[config.mk]
export PLATFORM = sky130hd
export DESIGN_NAME = game_port_joy_flat
export DESIGN_NICKNAME = d
export VERILOG_FILES = /design/src/rtl/game_port_joy_if.sv /design/src/rtl/game_port_joy.sv /design/src/flat_wrapper.sv
export SDC_FILE = /design/constraint.sdc
export NUM_CORES = 1
export LEC_CHECK = 0
export BUFFER_PORTS_ARGS = -buffer_cell sky130_fd_sc_hd__clkbuf_2
export CAP_MARGIN = 30
export CORE_MARGIN = 4
export CORE_UTILIZATION = 58
export DETAILED_ROUTE_END_ITERATION = 10
export MAX_ROUTING_LAYER = met4
export PLACE_DENSITY = 0.88
export SLEW_MARGIN = 0
export SYNTH_ARGS = -nofsm -noshare
export SYNTH_HDL_FRONTEND = slang
export SYNTH_SLANG_ARGS = --single-unit
[constraint.sdc]
create_clock -name clk -period 4.8 [get_ports clk]
set_input_delay 0.96 -clock clk [delete_from_list [all_inputs] [get_ports clk]]
set_output_delay 0.96 -clock clk [all_outputs]
set_load 0.01 [all_outputs]
[src/rtl/game_port_joy_if.sv]
// Game-port joystick bus: I/O-decode strobe, runtime config, stick inputs and port read data.
interface game_port_joy_if #(
    parameter int unsigned NUM_JOY      = 2,
    parameter int unsigned AXES_PER_JOY = 2,
    parameter int unsigned BTN_PER_JOY  = 2,
    parameter int unsigned POS_W        = 8,
    parameter int unsigned DIV_W        = 8
);
    localparam int unsigned NUM_AXES = NUM_JOY * AXES_PER_JOY;
    localparam int unsigned OUT_W    = NUM_JOY * (AXES_PER_JOY + BTN_PER_JOY);

    logic                        trigger;
    logic [DIV_W-1:0]            pulse_div;
    logic [NUM_JOY-1:0]          joy_type;
    logic [NUM_AXES-1:0]         axis_invert;
    logic [NUM_JOY*32-1:0]       joy_dig;
    logic [NUM_AXES*POS_W-1:0]   joy_ana;
    logic [OUT_W-1:0]            d_out;
    logic                        busy;

    modport master (
        output trigger, pulse_div, joy_type, axis_invert, joy_dig, joy_ana,
        input  d_out, busy
    );

    modport slave (
        input  trigger, pulse_div, joy_type, axis_invert, joy_dig, joy_ana,
        output d_out, busy
    );
endinterface

[src/rtl/game_port_joy.sv]
// PC game-port joystick front end: one-shot axis pulses with width proportional to position.
module game_port_joy #(
    parameter int unsigned NUM_JOY      = 2,
    parameter int unsigned AXES_PER_JOY = 2,
    parameter int unsigned BTN_PER_JOY  = 2,
    parameter int unsigned POS_W        = 8,
    parameter int unsigned DIV_W        = 8,
    parameter int unsigned DEADZONE     = 16,
    parameter int unsigned MIN_TICKS    = 0
) (
    input  logic           clk,
    input  logic           reset,
    game_port_joy_if.slave bus
);
    localparam int unsigned NUM_AXES = NUM_JOY * AXES_PER_JOY;
    localparam int unsigned NUM_BTN  = NUM_JOY * BTN_PER_JOY;
    localparam int unsigned CW       = POS_W + 1;
    localparam int unsigned CENTER   = 1 << (POS_W - 1);
    localparam int unsigned PMAX     = (1 << POS_W) - 1;
    localparam int unsigned CMAX     = (1 << CW) - 1;
    localparam int unsigned DZ_LO    = (DEADZONE > CENTER) ? 0 : CENTER - DEADZONE;
    localparam int unsigned DZ_HI    = (CENTER + DEADZONE > PMAX) ? PMAX : CENTER + DEADZONE;

    localparam logic [0:0] S_IDLE  = 1'b0;
    localparam logic [0:0] S_COUNT = 1'b1;

    logic [0:0]       state_q, state_d;
    logic [DIV_W-1:0] pre_q, pre_d;
    logic [CW-1:0]    cnt_q [NUM_AXES];
    logic [CW-1:0]    cnt_d [NUM_AXES];
    logic [CW-1:0]    load_c [NUM_AXES];
    logic [CW-1:0]    dec_c [NUM_AXES];
    logic [NUM_AXES-1:0] cnt_nz_c, load_nz_c, dec_nz_c;
    logic             unused_dig;

    // Only the D-pad and button bits of each 32-bit stick word are meaningful.
    assign unused_dig = ^bus.joy_dig;

    for (genvar gi = 0; gi < NUM_AXES; gi++) begin : g_axis
        localparam int unsigned J = gi / AXES_PER_JOY;
        localparam int unsigned A = gi % AXES_PER_JOY;

        logic [POS_W-1:0] raw_c, inv_c, pos_c;
        logic [31:0]      sum_c;

        // Position source, inversion, deadzone and minimum-time offset for this axis.
        always_comb begin
            if (bus.joy_type[J]) begin
                if (bus.joy_dig[32*J + 2*A])
                    raw_c = POS_W'(PMAX);
                else if (bus.joy_dig[32*J + 2*A + 1])
                    raw_c = '0;
                else
                    raw_c = POS_W'(CENTER);
            end else begin
                raw_c = bus.joy_ana[gi*POS_W +: POS_W] ^ POS_W'(CENTER);
            end
            inv_c = bus.axis_invert[gi] ? ~raw_c : raw_c;
            pos_c = (32'(inv_c) >= DZ_LO && 32'(inv_c) <= DZ_HI) ? POS_W'(CENTER) : inv_c;
            sum_c = 32'(pos_c) + MIN_TICKS;
        end

        assign load_c[gi]    = (sum_c > CMAX) ? CW'(CMAX) : CW'(sum_c);
        assign cnt_nz_c[gi]  = |cnt_q[gi];
        assign dec_c[gi]     = cnt_q[gi] - CW'(cnt_nz_c[gi]);
        assign load_nz_c[gi] = |load_c[gi];
        assign dec_nz_c[gi]  = |dec_c[gi];
        assign bus.d_out[gi] = cnt_nz_c[gi];
    end

    // Buttons are active-low passthroughs, independent of the measurement.
    for (genvar gb = 0; gb < NUM_BTN; gb++) begin : g_btn
        localparam int unsigned JB = gb / BTN_PER_JOY;
        localparam int unsigned B  = gb % BTN_PER_JOY;
        assign bus.d_out[NUM_AXES + gb] = ~bus.joy_dig[32*JB + 4 + B];
    end

    assign bus.busy = |cnt_nz_c;

    // Next state: trigger reloads (beats a tick); otherwise prescale and tick down.
    always_comb begin
        state_d = state_q;
        pre_d   = pre_q;
        cnt_d   = cnt_q;
        if (bus.trigger) begin
            cnt_d   = load_c;
            pre_d   = '0;
            state_d = (|load_nz_c) ? S_COUNT : S_IDLE;
        end else if (state_q == S_COUNT) begin
            if (pre_q == bus.pulse_div) begin
                cnt_d   = dec_c;
                pre_d   = '0;
                state_d = (|dec_nz_c) ? S_COUNT : S_IDLE;
            end else begin
                pre_d = pre_q + DIV_W'(1);
            end
        end
    end

    // State, prescaler and axis count registers.
    always_ff @(posedge clk or negedge reset) begin
        if (!reset) begin
            state_q <= S_IDLE;
            pre_q   <= '0;
            cnt_q   <= '{default: '0};
        end else begin
            state_q <= state_d;
            pre_q   <= pre_d;
            cnt_q   <= cnt_d;
        end
    end
endmodule

[src/flat_wrapper.sv]
// flat-port wrapper written by rule: the top's interface ports become plain ports
module game_port_joy_flat 
#(
    parameter int unsigned NUM_JOY      = 2,
    parameter int unsigned AXES_PER_JOY = 2,
    parameter int unsigned BTN_PER_JOY  = 2,
    parameter int unsigned POS_W        = 8,
    parameter int unsigned DIV_W        = 8,
    parameter int unsigned DEADZONE     = 16,
    parameter int unsigned MIN_TICKS    = 0
)
  (clk, reset, bus_trigger, bus_pulse_div, bus_joy_type, bus_axis_invert, bus_joy_dig, bus_joy_ana, bus_d_out, bus_busy);
  game_port_joy_if #(.NUM_JOY(NUM_JOY), .AXES_PER_JOY(AXES_PER_JOY), .BTN_PER_JOY(BTN_PER_JOY), .POS_W(POS_W), .DIV_W(DIV_W)) bus_i ();
  input  logic clk;
  input  logic reset;
  input wire logic [$bits(bus_i.trigger)-1:0] bus_trigger;
  input wire logic [$bits(bus_i.pulse_div)-1:0] bus_pulse_div;
  input wire logic [$bits(bus_i.joy_type)-1:0] bus_joy_type;
  input wire logic [$bits(bus_i.axis_invert)-1:0] bus_axis_invert;
  input wire logic [$bits(bus_i.joy_dig)-1:0] bus_joy_dig;
  input wire logic [$bits(bus_i.joy_ana)-1:0] bus_joy_ana;
  output wire logic [$bits(bus_i.d_out)-1:0] bus_d_out;
  output wire logic [$bits(bus_i.busy)-1:0] bus_busy;
  assign bus_i.trigger = bus_trigger;
  assign bus_i.pulse_div = bus_pulse_div;
  assign bus_i.joy_type = bus_joy_type;
  assign bus_i.axis_invert = bus_axis_invert;
  assign bus_i.joy_dig = bus_joy_dig;
  assign bus_i.joy_ana = bus_joy_ana;
  assign bus_d_out = bus_i.d_out;
  assign bus_busy = bus_i.busy;
  game_port_joy #(.NUM_JOY(NUM_JOY), .AXES_PER_JOY(AXES_PER_JOY), .BTN_PER_JOY(BTN_PER_JOY), .POS_W(POS_W), .DIV_W(DIV_W), .DEADZONE(DEADZONE), .MIN_TICKS(MIN_TICKS)) u_core (.clk(clk), .reset(reset), .bus(bus_i));
endmodule
==> flow_metrics.env, run 1 <==
export IMPL_crit_path_frequent_cell="or3_4"
export IMPL_power_density_nw_per_um2=254
export IMPL_fp_dieH_um=93.2
export IMPL_num_vias=4065
export IMPL_netSwitchingPower_mw=0.453
export IMPL_arrival_ns=2.53
export IMPL_fin_setup_tns_ns=0
export IMPL_worstSetupPathType="reg2out"
export IMPL_seq_area_frac_synth=0.267
export IMPL_htree_levels=2
export IMPL_synth_flop_cell="dfrtp_1"
export IMPL_hold_viol=0
export IMPL_io_pins=122
export IMPL_syn_inst=516
export IMPL_synth_compound_area_frac=0.188
export IMPL_fin_crit_ns=3.49
export IMPL_hpwl_mm=8.19
export IMPL_path_max_fanout=6
export IMPL_post_cts_resized=0
export IMPL_critPathLaunchType="register"
export IMPL_syn_cell_area_um2=4210
export IMPL_initial_utilization=0.607
export IMPL_root_buffer="clkbuf_8"
export IMPL_cts_tree="yes"
export IMPL_cp_end_kind="primary output"
export IMPL_wl_per_cell_um=15.8
export IMPL_n_antenna_cell=0
export IMPL_clkTransAtPathRegs_ns=0.08
export IMPL_cap_violations=0
export IMPL_critPathSlowestCell="or4_1"
export IMPL_grt_pass1_wl_mm=17.9
export IMPL_dr_pass1_iters=5
export IMPL_sequentialPowerShare=0.417
export IMPL_netlist_cell_type_count=68
export IMPL_clock_sinks=45
export IMPL_drive_above_1_share=0.170
export IMPL_irDropWorstVdd_uv=111
export IMPL_p_sw_frac=0.385
export IMPL_core_area_um2=6940
export IMPL_area_growth_pct=10.0
export IMPL_relSlewSlack=0.364
export IMPL_synth_nets=638
export IMPL_holdBufCountCts=0
export IMPL_place_congestion=0.989
export IMPL_crit_chain="or3_4 -> or3_4 -> nor2_1 -> nand2_1 -> or4_1 -> clkbuf_2"
export IMPL_rsz0062_at_grt="false"
export IMPL_grt_use_total=0.257
export IMPL_p_comb_frac=0.380
export IMPL_cts_buffer_depth=2
export IMPL_crit_required_ns=3.84
export IMPL_grt_overflow_total=0
export IMPL_grt_pass1_vias=3885
export IMPL_leakage_nw=1.89
export IMPL_synth_top_family_by_area="simple AND/OR/NAND/NOR gates"
export IMPL_yosys_area_share_simple=0.238
export IMPL_route_final_wire_length_mm=10.4
export IMPL_finClkSkew_ns=0.00774
export IMPL_min_path_type="reg2reg"
export IMPL_cts_buffers=5
export IMPL_rows=30
export IMPL_finish_utilization=0.668
export IMPL_tightest_slew_ns=0.950
export IMPL_synthArstFlopShare=1.00
export IMPL_die_area_um2=8690
export IMPL_synth_xor_area_share=0.175
export IMPL_netlist_top_cells_area="dfrtp_1, xnor2_1, xor2_1"
export IMPL_ys_seq_elements=45
export IMPL_antenna_found_initial=0
export IMPL_timing_final_crit_share=0.728
export IMPL_vias_per_cell=6.14
export IMPL_syn_avg_cell_area_um2=8.17
export IMPL_rr_worst_depth=13
export IMPL_synth_edf_count=0
export IMPL_dieWidth_um=93.2
export IMPL_drc_errors=0
export IMPL_nets=687
export IMPL_clk_latency_ns=0.31
export IMPL_grt_max_degree=30
export IMPL_ys_warn_count=0
export IMPL_muxShareOfSynthArea=0.0451
export IMPL_port_buffers=69
export IMPL_synth_fa_ha_area_frac=0.0267
export IMPL_post_cts_buffers=0
export IMPL_drt_iter0_drc=240
export IMPL_clock_fmax_ghz=0.286
export IMPL_netlist_area_leader_share=0.267
export IMPL_ant_nets=0
export IMPL_final_setup_viol_count=0
export IMPL_drv_slew=0
export IMPL_cpPeakStageDelay_ns=0.58
export IMPL_synth_top_area_cell="dfrtp_1"
export IMPL_status="completed"
export IMPL_internal_power_mw=0.724
export IMPL_clockPowerShare=0.204
export IMPL_hold_path_depth=1
## cell families (layout without fill, tap and decap cells)
logic type | count (synthesis) | count (layout)
simple gates | 185 | 185
compound gates | 122 | 122
xor+xnor | 84 | 84
buf+inv | 52 | 102
flops | 45 | 45
mux | 19 | 19
fa+ha+maj | 9 | 9
## power groups by stage
| stage | Clock, mW | Sequential (mW) | Combinational [mW] |
|---|---|---|---|
| 2_1_floorplan | 0 | 0.473 | 0.340 |
| 3_3_place_gp | 0 | 0.491 | 0.420 |
| 3_5_place_dp | 0 | 0.495 | 0.441 |
| 4_1_cts | 0.238 | 0.488 | 0.443 |
| 5_1_grt | 0.255 | 0.497 | 0.495 |
| 6_report | 0.240 | 0.490 | 0.447 |
## per-layer routing
| layer | track usage | vias up | share of wire |
|---|---|---|---|
| met5 | - | - | 0 |
| met4 | 0.0781 | 0 | 0.019 |
| met3 | 0.0265 | 20 | 0.053 |
| met2 | 0.428 | 141 | 0.49 |
| met1 | 0.330 | 1936 | 0.44 |
| li1 | - | 1968 | - |
## worst max-delay path: cells and delay by family, from the launching register on
kind,cells,cell delay [ns]
buf+inv,1,0.15
flops,1,0.45
simple gates,5,1.63
## through the flow
| stage | std cells | cell area (µm²) | hold slack, ns | setup slack (ns) | power, mW |
|---|---|---|---|---|---|
| after global routing | 662 | 4640 | 0.564 | 1.09 | 1.25 |
| after detailed placement | 654 | 4550 | 0.518 | 1.34 | 0.936 |
| after CTS | 662 | 4640 | 0.539 | 1.32 | 1.17 |
| after global placement | 653 | 4520 | 0.502 | 1.44 | 0.911 |
| final | 662 | 4640 | 0.545 | 1.31 | 1.18 |
| after floorplan | 516 | 4210 | 0.483 | 1.63 | 0.813 |
## registers in the layout, summed over array words and instances (netlist names)
name / cells
u_core.pre_q: 8
u_core.cnt_q: 36
u_core.state_q: 1
## final timing paths
path                                         startpoint                      endpoint  slack, ns
setup / recovery           u_core.cnt_q[30]$_DFFE_PN0P_                      bus_busy       1.31
hold / removal             u_core.cnt_q[27]$_DFFE_PN0P_  u_core.cnt_q[27]$_DFFE_PN0P_       0.55
setup reg to reg           u_core.cnt_q[30]$_DFFE_PN0P_      u_core.state_q$_DFF_PN0_       1.33
hold reg to reg            u_core.cnt_q[27]$_DFFE_PN0P_  u_core.cnt_q[27]$_DFFE_PN0P_       0.55
max in group asynchronous                         reset  u_core.cnt_q[23]$_DFFE_PN0P_       3.64
min in group asynchronous                         reset   u_core.pre_q[3]$_DFFE_PN0P_       0.64
## area by class of cell
cell class / count / area (µm²)
multi-input cells: 419 / 2830
fillers: 580 / 2310
flip-flops and latches: 45 / 1130
repair buffers: 72 / 388
well taps: 96 / 120
inverters: 22 / 82.6
clock buffers: 5 / 68.8
clock inverters: 3 / 17.5
## cells in the final DEF, fill, tap and decap left out, types with 19 or more instances in the layout
master    Yosys  layout
clkbuf_2      0      69
xnor2_1      49      49
dfrtp_1      45      45
nand2_1      39      39
nor2_1       35      35
a21oi_1      35      35
xor2_1       35      35
o21ai_0      25      25
nand3_1      24      24
inv_1        22      22
mux2i_1      19      19
## cells in the mapped netlist, types with 3 or more instances
cell type   n
a211oi_1    4
nor3_1     12
or4_1       3
and2_1      4
mux2i_1    19
nand3_1    24
nor2b_1     7
o21ai_0    25
nand3b_1    3
o31ai_1     5
or3_1       3
clkbuf_1   13
nand4_1     7
buf_6       3
o21a_1      5
a21oi_1    35
ha_1        9
nor2_1     35
nor3b_1     6
a31oi_1    13
nand2_1    39
inv_1      22
xor2_1     35
o22ai_1    10
xnor2_1    49
dfrtp_1    45
and3_1      4
buf_2      10
nor4_1     13
Power figures use the tool's default switching activity.
==> inputs of run 2 (changes only) <==
--- a/config.mk
+++ b/config.mk
@@ -8,10 +8,10 @@
 export BUFFER_PORTS_ARGS = -buffer_cell sky130_fd_sc_hd__clkbuf_2
 export CAP_MARGIN = 30
 export CORE_MARGIN = 4
-export CORE_UTILIZATION = 58
+export CORE_UTILIZATION = 48
 export DETAILED_ROUTE_END_ITERATION = 10
 export MAX_ROUTING_LAYER = met4
-export PLACE_DENSITY = 0.88
+export PLACE_DENSITY = 0.78
 export SLEW_MARGIN = 0
 export SYNTH_ARGS = -nofsm -noshare
 export SYNTH_HDL_FRONTEND = slang
==> constraint.sdc (replaced) <==
create_clock -name clk -period 2.9 [get_ports clk]
set_input_delay 0.58 -clock clk [delete_from_list [all_inputs] [get_ports clk]]
set_output_delay 0.58 -clock clk [all_outputs]
set_load 0.01 [all_outputs]
==> run 2 against run 1 <==
Compared with the run above: the run now ends with setup timing left; via count increased by 1.6%; register-to-register slack worse by 1.4 ns; utilization is 7.0 points lower; largest power group is now combinational logic; wire length increased by 3.9%; sequential share of layout area decreased by 1.8 points; global-route usage is 3.6 points lower; final cell count rose by 7.3%; clock-buffer cell count grew 3; combinational power is 110% higher; flip-flop and latch count did not move; worst setup slack got worse by 1.4 ns; highest routed layer unchanged.
==> flow_metrics.env, run 2 (same netlist as run 1, synthesis figures left out) <==
export IMPL_final_setup_viol_count=2
export IMPL_path_max_fanout=2
export IMPL_reg2reg_slack_ns=-0.03
export IMPL_tightest_slew_ns=1.02
export IMPL_finClkSkew_ns=0.00675
export IMPL_n_antenna_cell=0
export IMPL_cap_violations=0
export IMPL_area_growth_pct=18.9
export IMPL_nets=726
export IMPL_drive_above_1_share=0.240
export IMPL_cts_buffers=5
export IMPL_final_common_cell="clkbuf_2"
export IMPL_status="finished with violations"
export IMPL_irDropWorstVdd_uv=176
export IMPL_relSlewSlack=0.316
export IMPL_crit_start="u_core.cnt_q[31]$_DFFE_PN0P_"
export IMPL_crit_required_ns=2.32
export IMPL_drc_errors=0
export IMPL_wl_per_cell_um=15.3
export IMPL_antenna_found_initial=0
export IMPL_io_pins=122
export IMPL_power_density_nw_per_um2=415
export IMPL_drv_slew=0
export IMPL_final_cells=710
export IMPL_initial_utilization=0.503
export IMPL_grt_pass1_vias=3984
export IMPL_fin_crit_ns=3.01
export IMPL_grt_max_degree=46
export IMPL_ant_nets=0
export IMPL_vias_per_cell=5.82
export IMPL_clock_sinks=45
export IMPL_largest_reg_flops=36
export IMPL_drt_iter0_drc=231
export IMPL_rr_endpoint="u_core.state_q$_DFF_PN0_"
export IMPL_finish_utilization=0.598
export IMPL_cp_end_kind="primary output"
export IMPL_top_regs="u_core.cnt_q (36), u_core.pre_q (8), u_core.state_q (1)"
export IMPL_internal_power_mw=1.31
export IMPL_netSwitchingPower_mw=0.769
export IMPL_p_sw_frac=0.369
export IMPL_num_vias=4131
export IMPL_root_buffer="clkbuf_8"
export IMPL_clock_fmax_ghz=0.332
export IMPL_place_congestion=0.894
export IMPL_leakage_nw=2.09
export IMPL_fillCellCount=739
export IMPL_clk_latency_ns=0.29
export IMPL_p_total_mw=2.08
export IMPL_cts_buffer_depth=2
export IMPL_fp_dieH_um=102
export IMPL_rr_worst_depth=12
export IMPL_min_path_type="in2async"
export IMPL_timing_final_crit_share=1.04
export IMPL_port_buffers=69
export IMPL_clockPowerShare=0.180
export IMPL_rows=33
export IMPL_dp_cells=700
export IMPL_pre_cts_ws_ns=-0.140
export IMPL_dieWidth_um=102
export IMPL_hpwl_mm=8.57
export IMPL_timing_rr_start="u_core.cnt_q[31]$_DFFE_PN0P_"
export IMPL_arrival_ns=2.43
export IMPL_layout_common_cells="clkbuf_2, xnor2_1, dfrtp_1"
export IMPL_violations="setup timing"
export IMPL_sequentialPowerShare=0.377
export IMPL_finalWorstSetupSlack_ns=-0.114
export IMPL_p_comb_frac=0.443
export IMPL_htree_levels=2
export IMPL_rsz0062_at_grt="true"
export IMPL_dr_pass1_iters=6
export IMPL_worstSetupPathType="reg2out"
export IMPL_grt_pass1_wl_mm=18.1
export IMPL_core_area_um2=8380
export IMPL_die_area_um2=10300
export IMPL_hold_viol=0
export IMPL_route_final_wire_length_mm=10.8
export IMPL_critPathLaunchType="register"
export IMPL_grt_overflow_total=0
export IMPL_cts_tree="yes"
export IMPL_top_register="u_core.cnt_q"
export IMPL_clkTransAtPathRegs_ns=0.08
export IMPL_grt_use_total=0.220
-- run 2: cell types whose count changed in the layout (fill, tap and decap cells not counted), moves of 2 or more --
cell      delta
buf_4       +40
clkbuf_1     +3
clkinv_2     -2
ha_1         -2
ha_4         +2
nor2_1       -2
nor4_1       -2
-- run 2: power by group through the flow --
stage | sequential [mW] | combinational [mW] | clock (mW)
after floorplan | 0.784 | 0.566 | 0
after global placement | 0.787 | 0.843 | 0
after detailed placement | 0.790 | 0.870 | 0
after CTS | 0.780 | 0.892 | 0.383
after global routing | 0.794 | 1.01 | 0.409
final | 0.784 | 0.923 | 0.375
-- run 2: worst max-delay path, stage by stage (launching register included) --
cell	delay, ns
dfrtp_1	0.39
or3_4	0.39
or3_4	0.36
nor2_4	0.10
nand2_2	0.08
buf_4	0.15
or4_4	0.53
clkbuf_2	0.14
-- run 2: repair_timing --
item	4_1_cts	5_1_grt
gates resized for setup	6	7
pin swaps	4	5
hold buffers	0	0
endpoints found under the setup margin	2	2
cloned	0	0
setup buffers	1	1
hold endpoints to repair	0	0
-- run 2: through the flow --
step	cell area (µm²)	hold WS (ns)	TNS (ns)
after global placement	4830	0.506	-0.114
after detailed placement	4830	0.507	-0.140
after CTS	4950	0.393	-0.201
after floorplan	4220	0.284	-0.0168
final	5010	0.366	-0.146
after global routing	5010	0.411	-0.368
-- run 2: layout make-up --
cell class	count	area [µm²]	area share
Sequential cell	45	1130	0.225
Timing Repair Buffer	111	661	0.132
Tap cell	105	131	0.0262
Multi-Input combinational cell	419	2930	0.585
Inverter	22	82.6	0.0165
Clock buffer	8	80.1	0.0160
-- run 2: how the worst max path moves through the flow --
stage	to	cells after the start
3_3_place_gp	u_core.state_q$_DFF_PN0_	12
4_1_cts	bus_busy	7
6_report	bus_busy	7
3_5_place_dp	u_core.state_q$_DFF_PN0_	12
5_1_grt	u_core.state_q$_DFF_PN0_	12
2_1_floorplan	u_core.state_q$_DFF_PN0_	14
-- run 2: layer usage --
layer	global-route usage	vias to the layer above	wire [µm]
li1	-	2055	-
met1	0.284	1961	4760
met2	0.376	105	5580
met3	0.0227	10	418
met4	0.0440	0	84
met5	-	-	0
